==> src/rtl/wb_asmem_ctrl_if.sv <==
// wb_asmem_ctrl_if
//   Main WISHBONE classic bus between the system interconnect and the
//   asynchronous memory controller.
//   Signals (slave view):
//     wb_adr_i  [31:0]  byte address
//     wb_dat_i  [31:0]  write data
//     wb_sel_i  [3:0]   byte selects
//     wb_cyc_i, wb_stb_i, wb_we_i  classic cycle controls
//     wb_dat_o  [31:0]  read data, valid while wb_ack_o=1
//     wb_ack_o          normal termination
//     wb_err_o          error termination
interface wb_asmem_ctrl_if;
   logic [31:0] wb_adr_i;
   logic [31:0] wb_dat_i;
   logic [3:0]  wb_sel_i;
   logic        wb_cyc_i;
   logic        wb_stb_i;
   logic        wb_we_i;
   logic [31:0] wb_dat_o;
   logic        wb_ack_o;
   logic        wb_err_o;

   modport slave (
      input  wb_adr_i, wb_dat_i, wb_sel_i, wb_cyc_i, wb_stb_i, wb_we_i,
      output wb_dat_o, wb_ack_o, wb_err_o
   );

   modport master (
      output wb_adr_i, wb_dat_i, wb_sel_i, wb_cyc_i, wb_stb_i, wb_we_i,
      input  wb_dat_o, wb_ack_o, wb_err_o
   );
endinterface

==> src/rtl/wb_asmem_ctrl.sv <==
// wb_asmem_ctrl
//   WISHBONE classic slave driving asynchronous SRAM/ROM/IO pins directly.
//   NREG chip-select regions, each with a runtime-programmable base, mask,
//   wait states, write-protect and bus-ready enable, set via a small config
//   WISHBONE port. Adds per-region timing, bus-ready timeout and optional
//   byte-lane reversal for big-endian memories.
//   Ports:
//     clk, rst_n            clock / synchronous active-low reset
//     wb                    main WISHBONE slave (wb_asmem_ctrl_if.slave)
//     cfg_adr_i/dat_i/cyc_i/stb_i/we_i, cfg_dat_o, cfg_ack_o
//                           config register port (register per region)
//     mem_addr, mem_dout, mem_din, mem_drive
//                           memory address / data pins, pad drive enable
//     mem_csn[NREG], mem_oen, mem_wen[3:0]
//                           active-low chip selects and strobes
//     mem_brdyn             external bus ready, active-low
//   Config register layout: [31:20] base, [19:8] mask, [7:4] ws,
//     [3] wprot, [2] brdy_en, [1] reserved (0), [0] en.
module wb_asmem_ctrl #(
   parameter int          NREG    = 4,
   parameter logic [3:0]  DEF_WS  = 4'hF,
   parameter logic [11:0] R0_ADDR = 12'h000,
   parameter logic [11:0] R0_MASK = 12'hE00,
   parameter logic [7:0]  TOUT    = 8'd255,
   parameter int          BSWAP   = 1
) (
   input  logic             clk,
   input  logic             rst_n,
   wb_asmem_ctrl_if.slave   wb,
   input  logic [2:0]       cfg_adr_i,
   input  logic [31:0]      cfg_dat_i,
   input  logic             cfg_cyc_i,
   input  logic             cfg_stb_i,
   input  logic             cfg_we_i,
   output logic [31:0]      cfg_dat_o,
   output logic             cfg_ack_o,
   output logic [31:0]      mem_addr,
   output logic [31:0]      mem_dout,
   input  logic [31:0]      mem_din,
   output logic             mem_drive,
   output logic [NREG-1:0]  mem_csn,
   output logic             mem_oen,
   output logic [3:0]       mem_wen,
   input  logic             mem_brdyn
);

   localparam logic [2:0] S_IDLE   = 3'd0;
   localparam logic [2:0] S_SETUP  = 3'd1;
   localparam logic [2:0] S_ACCESS = 3'd2;
   localparam logic [2:0] S_HOLD   = 3'd3;
   localparam logic [2:0] S_ERR    = 3'd4;

   localparam logic [31:0] R0_INIT = {R0_ADDR, R0_MASK, DEF_WS, 4'b0001};

   function automatic logic [31:0] lane_swap(input logic [31:0] d);
      if (BSWAP != 0)
         return {d[7:0], d[15:8], d[23:16], d[31:24]};
      else
         return d;
   endfunction

   function automatic logic [3:0] sel_swap(input logic [3:0] s);
      if (BSWAP != 0)
         return {s[0], s[1], s[2], s[3]};
      else
         return s;
   endfunction

   // ---------------------------------------------------------------
   // Config registers
   // ---------------------------------------------------------------
   logic [31:0] region_reg [NREG];
   logic        cfg_ack_reg;
   logic        cfg_wr;
   logic [31:0] cfg_rdata;

   // The write lands on the edge that ends the ack cycle.
   assign cfg_wr = cfg_ack_reg & cfg_cyc_i & cfg_stb_i & cfg_we_i;

   always_ff @(posedge clk) begin
      if (!rst_n) begin
         cfg_ack_reg <= 1'b0;
      end else begin
         // Held strobe is acked every other cycle.
         cfg_ack_reg <= cfg_cyc_i & cfg_stb_i & ~cfg_ack_reg;
      end
   end

   always_ff @(posedge clk) begin
      if (!rst_n) begin
         for (int i = 0; i < NREG; i++)
            region_reg[i] <= (i == 0) ? R0_INIT : 32'h0;
      end else if (cfg_wr) begin
         // Indices with no region simply match nothing here.
         for (int i = 0; i < NREG; i++)
            if (cfg_adr_i == 3'(i))
               region_reg[i] <= cfg_dat_i & 32'hFFFF_FFFD;
      end
   end

   always_comb begin
      cfg_rdata = 32'h0;
      for (int i = 0; i < NREG; i++)
         if (cfg_adr_i == 3'(i))
            cfg_rdata = region_reg[i];
   end

   assign cfg_dat_o = cfg_rdata;
   assign cfg_ack_o = cfg_ack_reg;

   // ---------------------------------------------------------------
   // Region decode (lowest index wins)
   // ---------------------------------------------------------------
   logic [NREG-1:0] hit;
   logic            hit_any;
   logic [2:0]      win_idx;
   logic [3:0]      win_ws;
   logic            win_wprot;
   logic            win_brdy;

   for (genvar gi = 0; gi < NREG; gi++) begin : g_hit
      assign hit[gi] = region_reg[gi][0] &
                       ((wb.wb_adr_i[31:20] & region_reg[gi][19:8]) == region_reg[gi][31:20]);
   end

   assign hit_any = |hit;

   always_comb begin
      win_idx   = 3'd0;
      win_ws    = 4'd0;
      win_wprot = 1'b0;
      win_brdy  = 1'b0;
      for (int i = NREG - 1; i >= 0; i--) begin
         if (hit[i]) begin
            win_idx   = 3'(i);
            win_ws    = region_reg[i][7:4];
            win_wprot = region_reg[i][3];
            win_brdy  = region_reg[i][2];
         end
      end
   end

   // ---------------------------------------------------------------
   // Main FSM
   // ---------------------------------------------------------------
   logic [2:0]  state_reg;
   logic [2:0]  reg_idx_reg;
   logic        we_reg;
   logic        brdy_en_reg;
   logic [31:0] addr_reg;
   logic [31:0] wdata_reg;
   logic [3:0]  lanes_reg;
   logic [3:0]  ws_cnt_reg;
   logic [7:0]  tout_cnt_reg;
   logic [31:0] rdata_reg;
   logic        abort_reg;
   logic        term_prev_reg;
   logic        wb_ack;
   logic        wb_err;
   logic        in_cycle;

   assign in_cycle = (state_reg == S_SETUP) | (state_reg == S_ACCESS) | (state_reg == S_HOLD);

   // Terminations are masked once the master has abandoned the cycle.
   assign wb_ack = (state_reg == S_HOLD) & ~abort_reg & wb.wb_cyc_i;
   assign wb_err = (state_reg == S_ERR)  & ~abort_reg & wb.wb_cyc_i;

   always_ff @(posedge clk) begin
      if (!rst_n) begin
         state_reg     <= S_IDLE;
         reg_idx_reg   <= 3'd0;
         we_reg        <= 1'b0;
         brdy_en_reg   <= 1'b0;
         addr_reg      <= 32'h0;
         wdata_reg     <= 32'h0;
         lanes_reg     <= 4'h0;
         ws_cnt_reg    <= 4'h0;
         tout_cnt_reg  <= 8'h0;
         rdata_reg     <= 32'h0;
         abort_reg     <= 1'b0;
         term_prev_reg <= 1'b0;
      end else begin
         term_prev_reg <= wb_ack | wb_err;
         if (in_cycle && !wb.wb_cyc_i)
            abort_reg <= 1'b1;

         case (state_reg)
            S_IDLE: begin
               // The cycle right after a termination still shows the old
               // strobe; it must not start a second access.
               if (wb.wb_cyc_i && wb.wb_stb_i && !term_prev_reg) begin
                  abort_reg <= 1'b0;
                  if (!hit_any || (wb.wb_we_i && win_wprot)) begin
                     state_reg <= S_ERR;
                  end else begin
                     reg_idx_reg  <= win_idx;
                     we_reg       <= wb.wb_we_i;
                     brdy_en_reg  <= win_brdy;
                     addr_reg     <= wb.wb_adr_i;
                     wdata_reg    <= wb.wb_dat_i;
                     lanes_reg    <= sel_swap(wb.wb_sel_i);
                     ws_cnt_reg   <= win_ws;
                     tout_cnt_reg <= 8'h0;
                     state_reg    <= S_SETUP;
                  end
               end
            end
            S_SETUP: begin
               state_reg <= S_ACCESS;
            end
            S_ACCESS: begin
               if (ws_cnt_reg != 4'h0) begin
                  ws_cnt_reg <= ws_cnt_reg - 4'h1;
               end else if (!brdy_en_reg || !mem_brdyn) begin
                  if (!we_reg)
                     rdata_reg <= lane_swap(mem_din);
                  state_reg <= S_HOLD;
               end else if (({1'b0, tout_cnt_reg} + 9'd1) >= {1'b0, TOUT}) begin
                  state_reg <= S_ERR;
               end else begin
                  tout_cnt_reg <= tout_cnt_reg + 8'h1;
               end
            end
            S_HOLD: begin
               state_reg <= S_IDLE;
            end
            default: begin
               state_reg <= S_IDLE;
            end
         endcase
      end
   end

   // ---------------------------------------------------------------
   // Outputs
   // ---------------------------------------------------------------
   always_comb begin
      mem_csn = '1;
      if (in_cycle)
         for (int i = 0; i < NREG; i++)
            if (reg_idx_reg == 3'(i))
               mem_csn[i] = 1'b0;
   end

   assign mem_addr  = addr_reg;
   assign mem_dout  = lane_swap(wdata_reg);
   assign mem_drive = in_cycle & we_reg;
   assign mem_oen   = ~((state_reg == S_ACCESS) & ~we_reg);
   assign mem_wen   = ((state_reg == S_ACCESS) && we_reg) ? ~lanes_reg : 4'hF;

   assign wb.wb_dat_o = rdata_reg;
   assign wb.wb_ack_o = wb_ack;
   assign wb.wb_err_o = wb_err;

endmodule

==> src/flat_wrapper.sv <==
// flat-port wrapper written by rule: the top's interface ports become plain ports
module wb_asmem_ctrl_flat 
#(
   parameter int          NREG    = 4,
   parameter logic [3:0]  DEF_WS  = 4'hF,
   parameter logic [11:0] R0_ADDR = 12'h000,
   parameter logic [11:0] R0_MASK = 12'hE00,
   parameter logic [7:0]  TOUT    = 8'd255,
   parameter int          BSWAP   = 1
)
  (clk, rst_n, cfg_adr_i, cfg_dat_i, cfg_cyc_i, cfg_stb_i, cfg_we_i, cfg_dat_o, cfg_ack_o, mem_addr, mem_dout, mem_din, mem_drive, mem_csn, mem_oen, mem_wen, mem_brdyn, wb_wb_adr_i, wb_wb_dat_i, wb_wb_sel_i, wb_wb_cyc_i, wb_wb_stb_i, wb_wb_we_i, wb_wb_dat_o, wb_wb_ack_o, wb_wb_err_o);
  wb_asmem_ctrl_if wb_i ();
  input  logic clk;
  input  logic rst_n;
  input  logic [2:0] cfg_adr_i;
  input  logic [31:0] cfg_dat_i;
  input  logic cfg_cyc_i;
  input  logic cfg_stb_i;
  input  logic cfg_we_i;
  output logic [31:0] cfg_dat_o;
  output logic cfg_ack_o;
  output logic [31:0] mem_addr;
  output logic [31:0] mem_dout;
  input  logic [31:0] mem_din;
  output logic mem_drive;
  output logic [NREG-1:0] mem_csn;
  output logic mem_oen;
  output logic [3:0] mem_wen;
  input  logic mem_brdyn;
  input wire logic [$bits(wb_i.wb_adr_i)-1:0] wb_wb_adr_i;
  input wire logic [$bits(wb_i.wb_dat_i)-1:0] wb_wb_dat_i;
  input wire logic [$bits(wb_i.wb_sel_i)-1:0] wb_wb_sel_i;
  input wire logic [$bits(wb_i.wb_cyc_i)-1:0] wb_wb_cyc_i;
  input wire logic [$bits(wb_i.wb_stb_i)-1:0] wb_wb_stb_i;
  input wire logic [$bits(wb_i.wb_we_i)-1:0] wb_wb_we_i;
  output wire logic [$bits(wb_i.wb_dat_o)-1:0] wb_wb_dat_o;
  output wire logic [$bits(wb_i.wb_ack_o)-1:0] wb_wb_ack_o;
  output wire logic [$bits(wb_i.wb_err_o)-1:0] wb_wb_err_o;
  assign wb_i.wb_adr_i = wb_wb_adr_i;
  assign wb_i.wb_dat_i = wb_wb_dat_i;
  assign wb_i.wb_sel_i = wb_wb_sel_i;
  assign wb_i.wb_cyc_i = wb_wb_cyc_i;
  assign wb_i.wb_stb_i = wb_wb_stb_i;
  assign wb_i.wb_we_i = wb_wb_we_i;
  assign wb_wb_dat_o = wb_i.wb_dat_o;
  assign wb_wb_ack_o = wb_i.wb_ack_o;
  assign wb_wb_err_o = wb_i.wb_err_o;
  wb_asmem_ctrl #(.NREG(NREG), .DEF_WS(DEF_WS), .R0_ADDR(R0_ADDR), .R0_MASK(R0_MASK), .TOUT(TOUT), .BSWAP(BSWAP)) u_core (.clk(clk), .rst_n(rst_n), .wb(wb_i), .cfg_adr_i(cfg_adr_i), .cfg_dat_i(cfg_dat_i), .cfg_cyc_i(cfg_cyc_i), .cfg_stb_i(cfg_stb_i), .cfg_we_i(cfg_we_i), .cfg_dat_o(cfg_dat_o), .cfg_ack_o(cfg_ack_o), .mem_addr(mem_addr), .mem_dout(mem_dout), .mem_din(mem_din), .mem_drive(mem_drive), .mem_csn(mem_csn), .mem_oen(mem_oen), .mem_wen(mem_wen), .mem_brdyn(mem_brdyn));
endmodule
==> config.mk <==
export PLATFORM = sky130hd
export DESIGN_NAME = wb_asmem_ctrl_flat
export DESIGN_NICKNAME = d
export VERILOG_FILES = /design/src/rtl/wb_asmem_ctrl_if.sv /design/src/rtl/wb_asmem_ctrl.sv /design/src/flat_wrapper.sv
export SDC_FILE = /design/constraint.sdc
export NUM_CORES = 1
export LEC_CHECK = 0
export ABC_AREA = 1
export BUFFER_PORTS_ARGS = -buffer_cell sky130_fd_sc_hd__buf_4
export CORE_UTILIZATION = 54
export DETAILED_ROUTE_END_ITERATION = 16
export PLACE_DENSITY = 0.79
export RECOVER_POWER = 50
export SLEW_MARGIN = 0
export SYNTH_ARGS = -nofsm -noshare
export SYNTH_HDL_FRONTEND = slang
export SYNTH_SLANG_ARGS = --single-unit
==> constraint.sdc <==
create_clock -name clk -period 2.7 [get_ports clk]
set_input_delay 0.27 -clock clk [delete_from_list [all_inputs] [get_ports clk]]
set_output_delay 0.27 -clock clk [all_outputs]
set_load 0.01 [all_outputs]
==> reports/metrics.cfg, run 1 <==
[status]
status=completed

[placed_design]
dp_slack_ps=209
place.detailed.hpwl_mm=23.5
gp_congestion=0.892
port_buffers=282

[worst_setup_path]
timing.rr.start=u_core.region_reg[1][11]
r2r_slack_ps=140
crit_path_end_kind=flop
crit_arrival_ps=3010
path_class=reg2reg
r2r_end=u_core.mem_addr[7]
startpoint_type=flop
rr_worst_depth=12
worstPathRequired_ps=3150
path_max_fanout=48
crit_start=u_core.region_reg[1][11]

[floorplanning]
ios=285
dieArea_um2=22000
initial_core_util=0.551
rows=53
die-height_um=148
die_x_um=148
core_area_um2=21000

[cts]
cts_setup_buffers=0
root_buffer=clkbuf_16
cts_max_level=1
worstSkewPairLatency_ps=530
clockBufferDepth=3
cts_tree=built
cts_inserted_buffers=27
cts_num_sinks=246
clk_pin_slew_ps=60

[synth]
synth_area_leaders=edfxtp_1 32%, dfxtp_1 21%, nor2_1 13%, nand2_1 12%, inv_1 6.1%
async_flop_share=0
syn_avg_cell_area_um2=7.56
ys_seq_area_frac=0.532
synth.net_count=1678
synth_top_area_share=0.322
yosys_most_used_dff=edfxtp_1
syn_area_um2=11600
synth_warnings=0
synth_edf_count=124
synth_most_common_cell=nor2_1
syn_inst=1531
ys_top_cells_by_count=411 x nor2_1, 373 x nand2_1, 187 x inv_1
synth-seq-cells=246
synth_cell_types=39
synth_top_cell_by_area=edfxtp_1

[job]
drv_cap=0

[timing]
period_minus_slack_ps=2560
slew_headroom=0.289
rsz0062_at_grt=no
fin_tns_setup_ps=0
final-setup-viol-count=0
slew_violations=0
max_freq_ghz=0.390
tightest_slew_ps=1070
min_period_over_period=0.949
hold_violations=0
skew_ps=7.98
setup_slack_ps=138

[worst_hold_path]
min_path_cells=3
min_from=wb_wb_dat_i[11]
worstHoldPathType=in2reg
hold_end=u_core.wdata_reg[11]

[cells_and_area]
antenna_cells=0
areaGrowthSynthToFinish_pct=32.5
fin_nets=2042
drive_above_1_share=0.135
largest_reg_flops=124
fillers=1641

[routing]
viasPerCell=5.24
routedWlPerCell_um=16.4
wl_mm=36.0
vias=11500
drt_iter0_markers=971
drtPass1Iterations=6
drc_errors=0
ant_nets=0

[global_route]
track_usage=0.320
antenna_found_initial=0
grt_pass1_vias=10900
overflow=0
grt_max_degree=79
grt_pass1_wl_mm=54.8

[power_and_ir_drop]
p_per_area_nw_per_um2=649
peakVddDrop_mv=0.579
power.leakage_uw=0.00714

==> how the worst max path moves through the flow <==
stage | slack, ps | to
2_1_floorplan | 350 | u_core.region_reg[3][0]
3_3_place_gp | 300 | u_core.wdata_reg[18]
3_5_place_dp | 210 | u_core.mem_addr[1]
4_1_cts | 210 | mem_wen[0]
5_1_grt | 20 | u_core.mem_addr[7]
6_report | 140 | u_core.mem_addr[7]
==> cell usage in the layout, fill, tap and decap left out, types with 11 or more instances in the layout <==
cell	n
nor2_1	410
nand3_1	62
a21oi_1	27
xor2_1	14
buf_4	192
nand2_1	373
dfxtp_1	122
clkbuf_16	27
inv_1	187
o21ai_0	57
dlygate4sd3_1	84
clkbuf_1	117
edfxtp_1	124
a221oi_1	11
==> cell type report <==
type	count	area, um^2	area share
Sequential cell	246	6170	0.402
Tap cell	275	344	0.0224
Multi-Input combinational cell	1032	4450	0.290
Clock buffer	33	698	0.0455
Inverter	190	713	0.0465
Clock inverter	16	150	0.00978
Timing Repair Buffer	398	2830	0.184
==> layer usage <==
layer / up-vias / routed length, um / track usage
li1: 5507 / - / -
met1: 5230 / 13600 / 0.395
met2: 622 / 17200 / 0.549
met3: 127 / 3590 / 0.0543
met4: 0 / 1550 / 0.141
met5: - / 0 / 0
==> cells by family (layout without fill, tap and decap cells) <==
group,Yosys count,in the layout,synth area share
DFF,246,246,0.532
buffers and inverters,253,637,0.0856
adders and majority gates,3,3,0.00324
xor gates and xnor gates,17,17,0.0129
other,1,1,0.000324
AOI/OAI and AO/OA,121,121,0.0594
and+or+nand+nor,890,890,0.306
==> where the power goes <==
group,leakage (uW),total [uW],switching (uW),internal (uW)
Clock,0.000417,3580,1470,2120
Combinational,0.00447,1930,1210,719
Sequential,0.00225,4440,201,4240
Total,0.00714,9960,2880,7080
==> worst max-delay path, cell delays in order, from the launching register on <==
cell	delay, ps
edfxtp_1	380
nand2_1	100
xor2_1	220
nand3_1	170
nor2_2	280
nand2_2	170
o2111ai_1	260
nand4_4	210
buf_12	230
buf_4	180
nand2_1	50
nand2_1	70
nor2_1	150
==> per-stage QoR <==
stage / cell area [um^2] / power, uW / hold slack [ps] / utilization / instances
final: 15300 / 9960 / 9.57 / 0.730 / 2190
after global routing: 15300 / 10400 / 10.6 / 0.730 / 2190
after CTS: 15800 / 10100 / 0.416 / 0.751 / 2190
after detailed placement: 14100 / 6430 / 446 / 0.671 / 2057
after global placement: 14100 / 6380 / 433 / 0.671 / 2057
after floorplan: 11600 / 5530 / 405 / - / 1531
==> repair_timing <==
action,4_1_cts,5_1_grt
hold buffers,84,0
endpoints found under the setup margin,0,1
resized for setup,0,1
hold endpoints to repair,84,0
Power figures use the tool's default switching activity.
==> inputs of run 2 (changes only) <==
--- a/config.mk
+++ b/config.mk
@@ -7,9 +7,9 @@
 export LEC_CHECK = 0
 export ABC_AREA = 1
 export BUFFER_PORTS_ARGS = -buffer_cell sky130_fd_sc_hd__buf_4
-export CORE_UTILIZATION = 54
+export CORE_UTILIZATION = 30
 export DETAILED_ROUTE_END_ITERATION = 16
-export PLACE_DENSITY = 0.79
+export PLACE_DENSITY = 0.48
 export RECOVER_POWER = 50
 export SLEW_MARGIN = 0
 export SYNTH_ARGS = -nofsm -noshare
==> reports/metrics.cfg, run 2 (synthesized netlist as in run 1, its figures left out) <==
[worst_setup_path]
cpMostUsedCell=nand2_1
worstPathRequired_ps=3160  ; about the same
cp_slowest_stage_delay_ps=410  ; +30 ps
timing.rr.start=u_core.region_reg[3][8]
crit_arrival_ps=2990  ; -20 ps
r2r_slack_ps=170  ; +30 ps
startpoint_type=flop
crit_start=u_core.region_reg[3][8]
path_cells=nand3_1, nand2_1, nor2_1, nand3_1, nor2_1, nand3_1, nand2_1, nand2_1, nand2_1, nand2_2, nand4_4, buf_12, buf_12, nand2_1, nand2_1, nor2_1
r2r_end=u_core.wdata_reg[20]
path_max_fanout=42  ; -13%
path_class=reg2reg
cp_top_family=simple AND/OR/NAND/NOR gates
crit_path_end_kind=flop
path_buf_inv=2  ; unchanged
slowest_stage=edfxtp_1
rr_worst_depth=16  ; +4

[timing]
setup_slack_ps=166  ; +28.7 ps
hold_violations=0  ; unchanged
tightest_slew_ps=1210  ; +146 ps
rsz0062_at_grt=no
fin_tns_setup_ps=0  ; unchanged
slew_headroom=0.193  ; -0.0965
min_period_over_period=0.938  ; -0.0106
skew_ps=35.3  ; +27.3 ps
slew_violations=0  ; unchanged
max_freq_ghz=0.395  ; +1.1%
period_minus_slack_ps=2530  ; -28.7 ps
final-setup-viol-count=0  ; unchanged

[routing]
drc_errors=0  ; unchanged
top_layer=met4
route.met2.wl_mm=18.0  ; +4.8%
vias=11100  ; -3.7%
viasPerCell=4.47  ; -15%
met1_length_mm=18.0  ; +32%
drt_iter0_markers=652  ; -33%
routedWlPerCell_um=15.9  ; -3.0%
drtPass1Iterations=8  ; +2
ant_nets=0  ; unchanged
wl_met3_mm=2.64  ; -27%
wl_mm=39.4  ; +9.7%

[cts]
worstSkewPairLatency_ps=600  ; +70 ps
cts_max_level=1  ; unchanged
cts_tree=built
clockBufferDepth=3  ; unchanged
cts_inserted_buffers=31  ; +15%
root_buffer=clkbuf_16
clk_pin_slew_ps=60  ; about the same
cts_num_sinks=246  ; unchanged
cts_setup_buffers=0  ; unchanged

[cells_and_area]
register_area_um2=6170  ; unchanged
largest_reg_flops=124  ; unchanged
drive_above_1_share=0.148  ; +0.0134
layout.cells.most_common_list=410 x nor2_1, 373 x nand2_1, 211 x buf_4, 187 x inv_1, 124 x edfxtp_1
fin_nets=2089  ; +2.3%
post-route-util=0.431  ; -0.299
layout_commonest_cell=nor2_1
antenna_cells=0  ; unchanged
fillers=3953  ; +140%
multi_input_area_um2=4450  ; about the same
areaGrowthSynthToFinish_pct=41.0

[job]
drv_cap=0  ; unchanged

[worst_hold_path]
min_path_cells=3  ; unchanged
min_from=wb_wb_adr_i[31]
hold_end=u_core.mem_addr[31]
worstHoldPathType=in2reg

[placed_design]
dp_slack_ps=183  ; -26.3 ps
place.detailed.hpwl_mm=27.5  ; +17%
gp_congestion=0.815  ; -8.6%
port_buffers=282  ; unchanged

[floorplanning]
initial_core_util=0.306  ; -0.245
rows=71  ; +34%
die_x_um=198  ; +34%
die-height_um=198  ; +34%
core_area_um2=37800  ; +80%
dieArea_um2=39400  ; +79%
ios=285  ; unchanged

[power_and_ir_drop]
p_per_area_nw_per_um2=660  ; +1.7%
power.leakage_uw=0.00749  ; +4.8%
peakVddDrop_mv=0.493  ; -15%

[global_route]
overflow=0  ; unchanged
grt_max_degree=84  ; +6.3%
antenna_found_initial=0  ; unchanged
grt_pass1_vias=10300  ; -5.3%
track_usage=0.194  ; -0.125
grt_pass1_wl_mm=58.3  ; +6.4%

[status]
status=completed

## run 2: cell types whose count changed in the layout (fill, tap and decap cells not counted), moves of 2 or more
cell and delta:
clkbuf_1 -4, clkbuf_16 +4, clkbuf_2 -3, buf_12 +4, buf_4 +19, clkinv_1 -5
bufinv_16 +2, dlygate4sd3_1 +26, clkbuf_8 +4
## run 2: timing repair
action / in CTS / in global routing
gates resized for setup: 0 / 1
hold buffers: 110 / 0
setup endpoints to repair: 0 / 3
endpoints found under the hold margin: 115 / 0
## run 2: how the worst max path moves through the flow
stage,cells after the start,endpoint,slack [ps]
after floorplan,5,u_core.region_reg[3][0],350
after global placement,18,u_core.mem_addr[26],200
after detailed placement,18,u_core.wdata_reg[1],180
after CTS,16,u_core.wdata_reg[20],180
after global routing,18,u_core.wdata_reg[20],1
final,16,u_core.wdata_reg[20],170
## run 2: worst register-to-register path: cells and delay by family, from the launching register on
kind / cells / cell delay [ps]
flip-flops: 1 / 410
buffers and inverters: 2 / 450
AND/OR/NAND/NOR: 14 / 1520
## run 2: cell type report
cell class | instances | share of cell area
clock buffers | 41 | 0.0523
well taps | 511 | 0.0392
inverters | 190 | 0.0437
repair buffers | 441 | 0.201
clock inverters | 15 | 0.0136
flip-flops and latches | 246 | 0.378
multi-input cells | 1032 | 0.272
## run 2: per-layer routing
| layer | up-vias | track usage |
|---|---|---|
| met5 | - | 0 |
| met4 | 0 | 0.0536 |
| met3 | 49 | 0.0349 |
| met2 | 342 | 0.320 |
| met1 | 5055 | 0.261 |
| li1 | 5616 | - |
## run 2: power breakdown
part / switching [uW] / internal (uW) / total [uW] / leakage (uW)
Combinational: 1220 / 768 / 1980 / 0.00471
Clock: 1660 / 2700 / 4360 / 0.000527
Sequential: 189 / 4240 / 4430 / 0.00225
Total: 3070 / 7710 / 10800 / 0.00749
## run 2: through the flow
step,power [uW],cell area (um^2),hold slack (ps),instances
floorplan,5530,11600,405,1531
global placement,6510,14600,491,2310
detailed placement,6530,14600,498,2310
CTS,11100,16700,1.57,2476
global route,11300,16300,18.9,2476
finish,10800,16300,22.1,2476
